--- config.mk ---
export PLATFORM = sky130hd
export DESIGN_NAME = mcpu5_host_sequencer
export DESIGN_NICKNAME = d
export VERILOG_FILES = /design/src/rtl/mcpu5_host_sequencer.sv
export SDC_FILE = /design/constraint.sdc
export NUM_CORES = 1
export LEC_CHECK = 0
export ABC_AREA = 0
export ABC_CLOCK_PERIOD_IN_PS = 2400
export BUFFER_PORTS_ARGS = -buffer_cell sky130_fd_sc_hd__buf_4
export CORE_MARGIN = 1
export CORE_UTILIZATION = 34
export CTS_BUF_LIST = sky130_fd_sc_hd__clkbuf_8
export DETAILED_ROUTE_END_ITERATION = 10
export PLACE_DENSITY_LB_ADDON = 0.3
export SLEW_MARGIN = 20
export SYNTH_ARGS = -nofsm -noshare
export SYNTH_HDL_FRONTEND = slang
export SYNTH_SLANG_ARGS = --single-unit
--- constraint.sdc ---
create_clock -name clk -period 2.4 [get_ports clk]
set_input_delay 0.36 -clock clk [delete_from_list [all_inputs] [get_ports clk]]
set_output_delay 0.36 -clock clk [all_outputs]
set_load 0.01 [all_outputs]
--- src/rtl/mcpu5_host_sequencer.sv ---
// Host-side sequencer for the MCPU5 core: program store, core clock/reset
// generation, instruction fetch from the PC phase and OUT capture from the accumulator phase.
module mcpu5_host_sequencer #(
  parameter int CLK_DIV = 2
) (
  input  logic       clk,
  input  logic       rst,
  input  logic [5:0] load_data,
  input  logic       load_valid,
  output logic       load_ready,
  input  logic       run,
  output logic       cpu_clk,
  output logic       cpu_rst,
  output logic [5:0] cpu_inst,
  input  logic [7:0] cpu_out,
  output logic [7:0] out_data,
  output logic       out_valid,
  input  logic       out_ready,
  output logic       halted
);
  localparam int CW = $clog2(2 * CLK_DIV);
  localparam logic [CW-1:0] HALF    = CW'(CLK_DIV);
  localparam logic [CW-1:0] HALF_M1 = CW'(CLK_DIV - 1);
  localparam logic [CW-1:0] FULL_M1 = CW'(2 * CLK_DIV - 1);
  localparam logic [5:0]    OP_OUT  = 6'b111001;

  typedef enum logic [2:0] {S_IDLE, S_CRST, S_HIGH, S_LOW, S_STALL} state_t;

  state_t        r_state, w_state_next;
  logic [CW-1:0] r_cnt, w_cnt_next;
  logic          r_cpu_clk, r_cpu_rst;
  logic [5:0]    r_cpu_inst;
  logic [7:0]    r_out_data;
  logic          r_out_valid;
  logic          r_halted;
  logic [5:0]    r_load_addr;
  logic [5:0]    r_pc_q;
  logic          r_pc_valid;
  logic [5:0]    r_mem [64];

  logic w_load, w_fetch, w_capture, w_to_idle;
  logic w_cpu_clk_next, w_cpu_rst_next;

  assign w_load  = (r_state == S_IDLE) && load_valid && !run;
  assign w_fetch = (r_state == S_HIGH) && (r_cnt == '0);

  always_comb begin
    w_state_next = r_state;
    w_cnt_next   = r_cnt;
    w_capture    = 1'b0;
    w_to_idle    = 1'b0;
    case (r_state)
      S_IDLE: begin
        if (run) begin
          w_state_next = S_CRST;
          w_cnt_next   = '0;
        end
      end
      S_CRST: begin
        if (r_cnt == FULL_M1) begin
          w_state_next = S_HIGH;
          w_cnt_next   = '0;
        end else begin
          w_cnt_next = r_cnt + CW'(1);
        end
      end
      S_HIGH: begin
        if (r_cnt == HALF_M1) begin
          w_state_next = S_LOW;
          w_cnt_next   = '0;
        end else begin
          w_cnt_next = r_cnt + CW'(1);
        end
      end
      S_LOW: begin
        if (r_cnt == HALF_M1) begin
          w_cnt_next = '0;
          // An OUT that would overwrite an unconsumed value parks the core instead.
          if (r_cpu_inst == OP_OUT && r_out_valid && !out_ready) begin
            w_state_next = S_STALL;
          end else begin
            w_capture = (r_cpu_inst == OP_OUT);
            if (run) begin
              w_state_next = S_HIGH;
            end else begin
              w_state_next = S_IDLE;
              w_to_idle    = 1'b1;
            end
          end
        end else begin
          w_cnt_next = r_cnt + CW'(1);
        end
      end
      S_STALL: begin
        if (out_ready) begin
          w_capture = 1'b1;
          if (run) begin
            w_state_next = S_HIGH;
          end else begin
            w_state_next = S_IDLE;
            w_to_idle    = 1'b1;
          end
        end
      end
      default: begin
        w_state_next = S_IDLE;
        w_cnt_next   = '0;
      end
    endcase
    w_cpu_clk_next = (w_state_next == S_HIGH) ||
                     ((w_state_next == S_CRST) && (w_cnt_next < HALF));
    w_cpu_rst_next = (w_state_next == S_IDLE) || (w_state_next == S_CRST);
  end

  always_ff @(posedge clk or posedge rst) begin
    if (rst) begin
      r_state     <= S_IDLE;
      r_cnt       <= '0;
      r_cpu_clk   <= 1'b0;
      r_cpu_rst   <= 1'b1;
      r_cpu_inst  <= '0;
      r_out_data  <= '0;
      r_out_valid <= 1'b0;
      r_halted    <= 1'b0;
      r_load_addr <= '0;
      r_pc_q      <= '0;
      r_pc_valid  <= 1'b0;
    end else begin
      r_state   <= w_state_next;
      r_cnt     <= w_cnt_next;
      r_cpu_clk <= w_cpu_clk_next;
      r_cpu_rst <= w_cpu_rst_next;
      if (w_load) begin
        r_load_addr <= r_load_addr + 6'd1;
      end
      if (w_fetch) begin
        r_cpu_inst <= r_mem[cpu_out[5:0]];
        r_pc_q     <= cpu_out[5:0];
        r_pc_valid <= 1'b1;
        if (r_pc_valid && (cpu_out[5:0] == r_pc_q)) begin
          r_halted <= 1'b1;
        end
      end
      if (w_to_idle) begin
        r_cpu_inst  <= '0;
        r_pc_valid  <= 1'b0;
        r_halted    <= 1'b0;
        r_load_addr <= '0;
      end
      // A capture takes priority over a simultaneous consume.
      if (w_capture) begin
        r_out_data  <= cpu_out;
        r_out_valid <= 1'b1;
      end else if (r_out_valid && out_ready) begin
        r_out_valid <= 1'b0;
      end
    end
  end

  // Program store has no reset so its contents survive rst and run/stop.
  always_ff @(posedge clk) begin
    if (w_load) begin
      r_mem[r_load_addr] <= load_data;
    end
  end

  assign load_ready = (r_state == S_IDLE) && !run;
  assign cpu_clk    = r_cpu_clk;
  assign cpu_rst    = r_cpu_rst;
  assign cpu_inst   = r_cpu_inst;
  assign out_data   = r_out_data;
  assign out_valid  = r_out_valid;
  assign halted     = r_halted;
endmodule

* Word level (Yosys, flattened, before mapping) *
Memory sizes are Yosys's and may differ from the RTL's.
Index checks and enable logic that the tools add are counted.

operators by class
  reduce and logical (&&, ||, !) cells = 22
  $lt $le $gt $ge = 1
  equal/unequal tests = 10
  add/subtract/negate cells = 2
  multiplexer cells = 34

operator list
  kind                   count
  $mux W6                4
  $mux W3                6
  $mux W1                16
  $pmux W3 S5            1
  $eq A3 B2 Y1 const B   3
  $logic_and A1 B1 Y1    9
  $mux W2                4
  $pmux W2 S4            1
  $reduce_bool A2 Y1     4
  $add A6 B1 Y6 const B  1
  $eq A3 B1 Y1 const B   2
  $eq A6 B6 Y1           1
  $eq A6 B6 Y1 const B   1
  $logic_not A3 Y1       2
  $pmux W1 S2            2
  $eq A3 B3 Y1 const B   1
  $add A2 B1 Y2 const B  1
  $eq A2 B1 Y1 const B   1
  $eq A2 B2 Y1 const B   1
  $logic_not A1 Y1       2
  $logic_not A2 Y1       1
  $logic_or A1 B1 Y1     2
  $lt A2 B2 Y1 const B   1
  $reduce_and A2 Y1      1
  $reduce_or A2 Y1       1

storage, ports and cells
  word-level logic and storage cells = 81
  memories kept = 1
  register bits after elaboration = 36
  bits of input ports = 19
  output and inout bits = 19
  memory bits (writable) = 384

memories
  name   depth  width  rd ports  clocked after Yosys merged registers in  write ports  line  source
  r_mem  64     6      1         0                                        1            39    logic [5:0] r_mem [64];

* Depth between registers and ports, before layout *
  depth after elaboration = 9
  mapped depth = 9
  gate-level depth less buffers = 7

* Least setup slack after synthesis *
OpenSTA, ideal clock, no wires.

  kind = register to register
  start point = reg r_state[0]
  end point = mem r_mem[60][0], enable pin
  cell stages (with the launch flop) = 8
  path buffers = 2
  required time = 2.050 ns
  setup time = 0.350 ns
  data arrival time = 2.013 ns
  setup slack = 0.036 ns
  period minus slack after synthesis = 2.364 ns
  cell sequence = dfrtp_1 buf_4 nor4_2 and2_1 buf_2 and2b_1 nand3b_1 nor2_1

on the way
  word-level cells in the longest chain between the ends = 5

RTL lines
  element                           line  source
  start: declaration                29    state_t r_state, w_state_next;
  start signal: assignment          129   r_state <= w_state_next;
  $logic_not A3 Y1                  44    assign w_load = (r_state == S_IDLE) && load_valid && !run;
  $logic_and A1 B1 Y1 (2 in a row)  44
  $mux W1                           162   if (w_load) begin
  $mux W1 (not written as such)     163   r_mem[r_load_addr] <= load_data;
  end: declaration                  39

No other way between the ends.

* Worst setup path after layout *
  start point = reg r_cnt[0]
  end point = reg r_cpu_inst[5], in the netlist cpu_inst[5]

on the way
  word-level cells in the longest chain between the ends = 4

RTL lines
  element                                        line  source
  start: declaration                             30    logic [CW-1:0] r_cnt, w_cnt_next;
  start signal: assignment                       130   r_cnt <= w_cnt_next;
  $eq A2 B1 Y1                                   76    if (r_cnt == HALF_M1) begin
  $mux W1                                        76
  $pmux W1 S2                                    52    case (r_state)
  $mux W6 or $reduce_bool A2 Y1 (tied branches)  --
  end signal: assignment                         137   r_cpu_inst <= r_mem[cpu_out[5:0]];
  end: declaration                               32    logic [5:0] r_cpu_inst;

Parallel ways exist; a longest one is shown, timed or not.
A chain may end at the register's enable or synchronous reset.

==> results.ini <==
[logic_synthesis]
synth-edff-count = 384
synthMuxAreaShare = 0.151
synth_top_family_by_area = multiplexers
ys_async_sr_fraction = 0.0857
synth.distinct_cells = 55
synth-simple-area-share = 0.0514
synth_compound_area_frac = 0.0346
synth_xor_area_frac = 0.00518
yosys_warnings = 0
yosys_register_bits = 420
netlist_instances = 925
synthFlopType = edfxtp_1
seq_area_frac_synth = 0.735
synthesis.area_sq_um = 16900
yosys.area_share.adder = 0.00370
synth_area_per_cell_sq_um = 18.3
synth_nets = 949

[min_path]
min_path_type = in -> reg
min_path_cells = 4
hold-path-endpoint = r_cnt[0]
hp-start = run

[final_layout]
final_nets = 1139
mostFrequentLayoutCells = 384 x edfxtp_1, 157 x buf_4, 96 x nor2_1
layout-drive-gt1-share = 0.344
synthToLayoutAreaGrowth_pct = 19.2
final_cells = 1830
design_area_sq_um = 20200
n_antenna_cell = 0
final_common_cell = edfxtp_1

[worst_setup_path]
timing.critical_path.fanout_max = 9
crit_required_ps = 2870
start_kind = register
arrival_ps = 2690
crit_type = reg -> reg
r2r_start = r_cnt[0]
rr_endpoint = cpu_inst[5]
r2r_cells = 8
reg2reg_slack_ps = 180
endpoint_kind = register

[detailed_routing]
dr.pass1.iters = 5
remaining_drc_errors = 0
wl_mm = 40.9
wl_per_cell_microns = 22.4
drt_iter0_drc = 777
final_antenna_net_count = 0
viasPerCell = 5.03
vias = 9206

[clock_network]
htreeDepth = 3
post_cts_buffers = 0
clockBufferDepth = 3
clkTransAtPathRegs_ps = 60
cts_tree = built
clkLatencyLatePin_ps = 610
clkSinkCount = 420
numCtsBuffers = 71
cts-root-buf = clkbuf_8

[sta]
period_share = 0.924
setup_tns_ps = 0
max_freq_ghz = 0.451
hold_viol_final = 0
relSlewSlack = 0.525
setup_ws_ps = 183
maxSlewViolCount = 0
tightest_slew_ps = 713
setup-violations-final = 0
min_period_ps = 2220
clock_skew_ps = 23.6
rsz0062_at_grt = false

[floorplan]
die_area_sq_um = 50600
dieWidth_microns = 225
rows = 81
start_util = 0.345
die_y_microns = 225
num_io_pins = 38
core_sq_um = 49000

[placed_design]
port_buffers = 37
place_inst = 1701
gp_congestion = 0.846
post-place-ws_ps = -6.37
hpwl_mm = 25.8
placed_area_sq_um = 18800

[power_and_ir_drop]
powerDensity_nw_per_um2 = 802
p_total_mw = 16.2
vdd_drop_max_uv = 440
p_leak_nw = 6.95

[job]
cap_violations = 0

[global_routing]
grt_pass1_wl_mm = 61.3
antenna_found_initial = 1
grt_use_total = 0.166
grt_pass1_vias = 9668
grt.overflow.total = 0
grt_max_degree = 65

[run_status]
status = completed

==> worst max path at each step <==
stage	endpoint	cells after the start	startpoint
global placement	cpu_inst[3]	8	r_cnt[0]
detailed placement	cpu_inst[3]	9	cpu_out[0]
finish	cpu_inst[5]	8	r_cnt[0]
floorplan	r_mem[60][0]	7	r_state[0]
global route	r_mem[60][3]	7	r_state[0]
CTS	cpu_inst[5]	8	r_cnt[0]
==> power breakdown <==
group	total, mW	internal (mW)	switching [mW]
combinational	1.87	0.870	1.00
clock	5.83	3.05	2.78
sequential	8.46	8.24	0.219
total	16.2	12.2	4.00
==> layer usage <==
metal  vias to the layer above  track usage  part of all wire
li1                       4059            -                 -
met1                      4779        0.231              0.45
met2                       304        0.253              0.46
met3                        64       0.0452             0.066
met4                         0       0.0500             0.020
met5                         -            0                 0
==> metrics by stage <==
stage / util / hold slack [ps]
2_1_floorplan: - / 435
3_3_place_gp: 0.384 / 479
6_report: 0.412 / 171
5_1_grt: 0.412 / 156
3_5_place_dp: 0.384 / 501
4_1_cts: 0.412 / 110
==> worst max-delay path: stages (launching register included) <==
cell and delay [ps]:
dfrtp_1 430, inv_1 110, ha_1 140, nor4bb_2 290, buf_4 240, and2_2 260, o21ai_0 110, a211oi_1 390
nor3_1 120
==> what timing repair did <==
| item | CTS | global route |
|---|---|---|
| hold buffers | 5 | 0 |
| cloned | 0 | 0 |
| gates resized for setup | 1 | 1 |
| setup endpoints to repair | 1 | 2 |
| endpoints found under the hold margin | 41 | 0 |
==> sequential cells by signal, indices dropped and copies added, names as in the netlist <==
signal       cells
cpu_clk          1
r_pc_q           6
r_load_addr      6
out_data         8
r_cnt            2
halted           1
r_mem          384
r_pc_valid       1
cpu_rst          1
out_valid        1
r_state          3
cpu_inst         6
==> cell families (layout without fill, tap and decap cells) <==
| group | Yosys count | count (layout) |
|---|---|---|
| adders and majority gates | 5 | 5 |
| muxes | 158 | 158 |
| DFF | 420 | 420 |
| AOI/OAI and AO/OA | 89 | 89 |
| xor gates and xnor gates | 10 | 10 |
| and+or+nand+nor | 181 | 181 |
| buffers and inverters | 62 | 303 |
==> synthesized netlist by cell type (2+ instances only) <==
master    instances  area share
nand3_1           4      0.0012
nand4_1           3      0.0011
nor4_1            3      0.0011
o22ai_1          28       0.010
or3b_2            2      0.0010
xor2_1            4      0.0021
nor3_1           11      0.0033
a211o_1           2      0.0010
a22oi_1           8      0.0036
clkbuf_1         16      0.0036
edfxtp_1        384        0.68
buf_4             8      0.0036
a31oi_1           2     0.00074
o21ai_1           2     0.00059
mux2_2           72       0.048
a21oi_1          12      0.0036
nand4b_1          3      0.0016
a22o_1            2      0.0010
ha_1              5      0.0037
o31ai_1           6      0.0027
buf_2            23      0.0068
o21ai_0           9      0.0027
mux4_2           65       0.087
nand2b_1          5      0.0019
xnor2_1           6      0.0031
dfrtp_1          35       0.052
nor2b_1          12      0.0044
or2_2             3      0.0011
nor2_1           96       0.021
a211oi_1         11      0.0049
nand2_1          19      0.0042
inv_1             7      0.0016
buf_6             2      0.0013
mux4_1            4      0.0062
buf_1             5      0.0011
and2_1            5      0.0019
mux2i_1          17       0.010
nand3b_1          7      0.0031
==> final cells by class <==
class / count / area (sq um)
inverter: 7 / 26.3
fill: 4427 / 28800
tap: 664 / 831
timing repair buffer: 172 / 1420
clock buffer: 77 / 1060
clock inverter: 47 / 220
sequential: 420 / 12400
multi-input combinational: 443 / 4170
(Power assumes the default switching activity.)
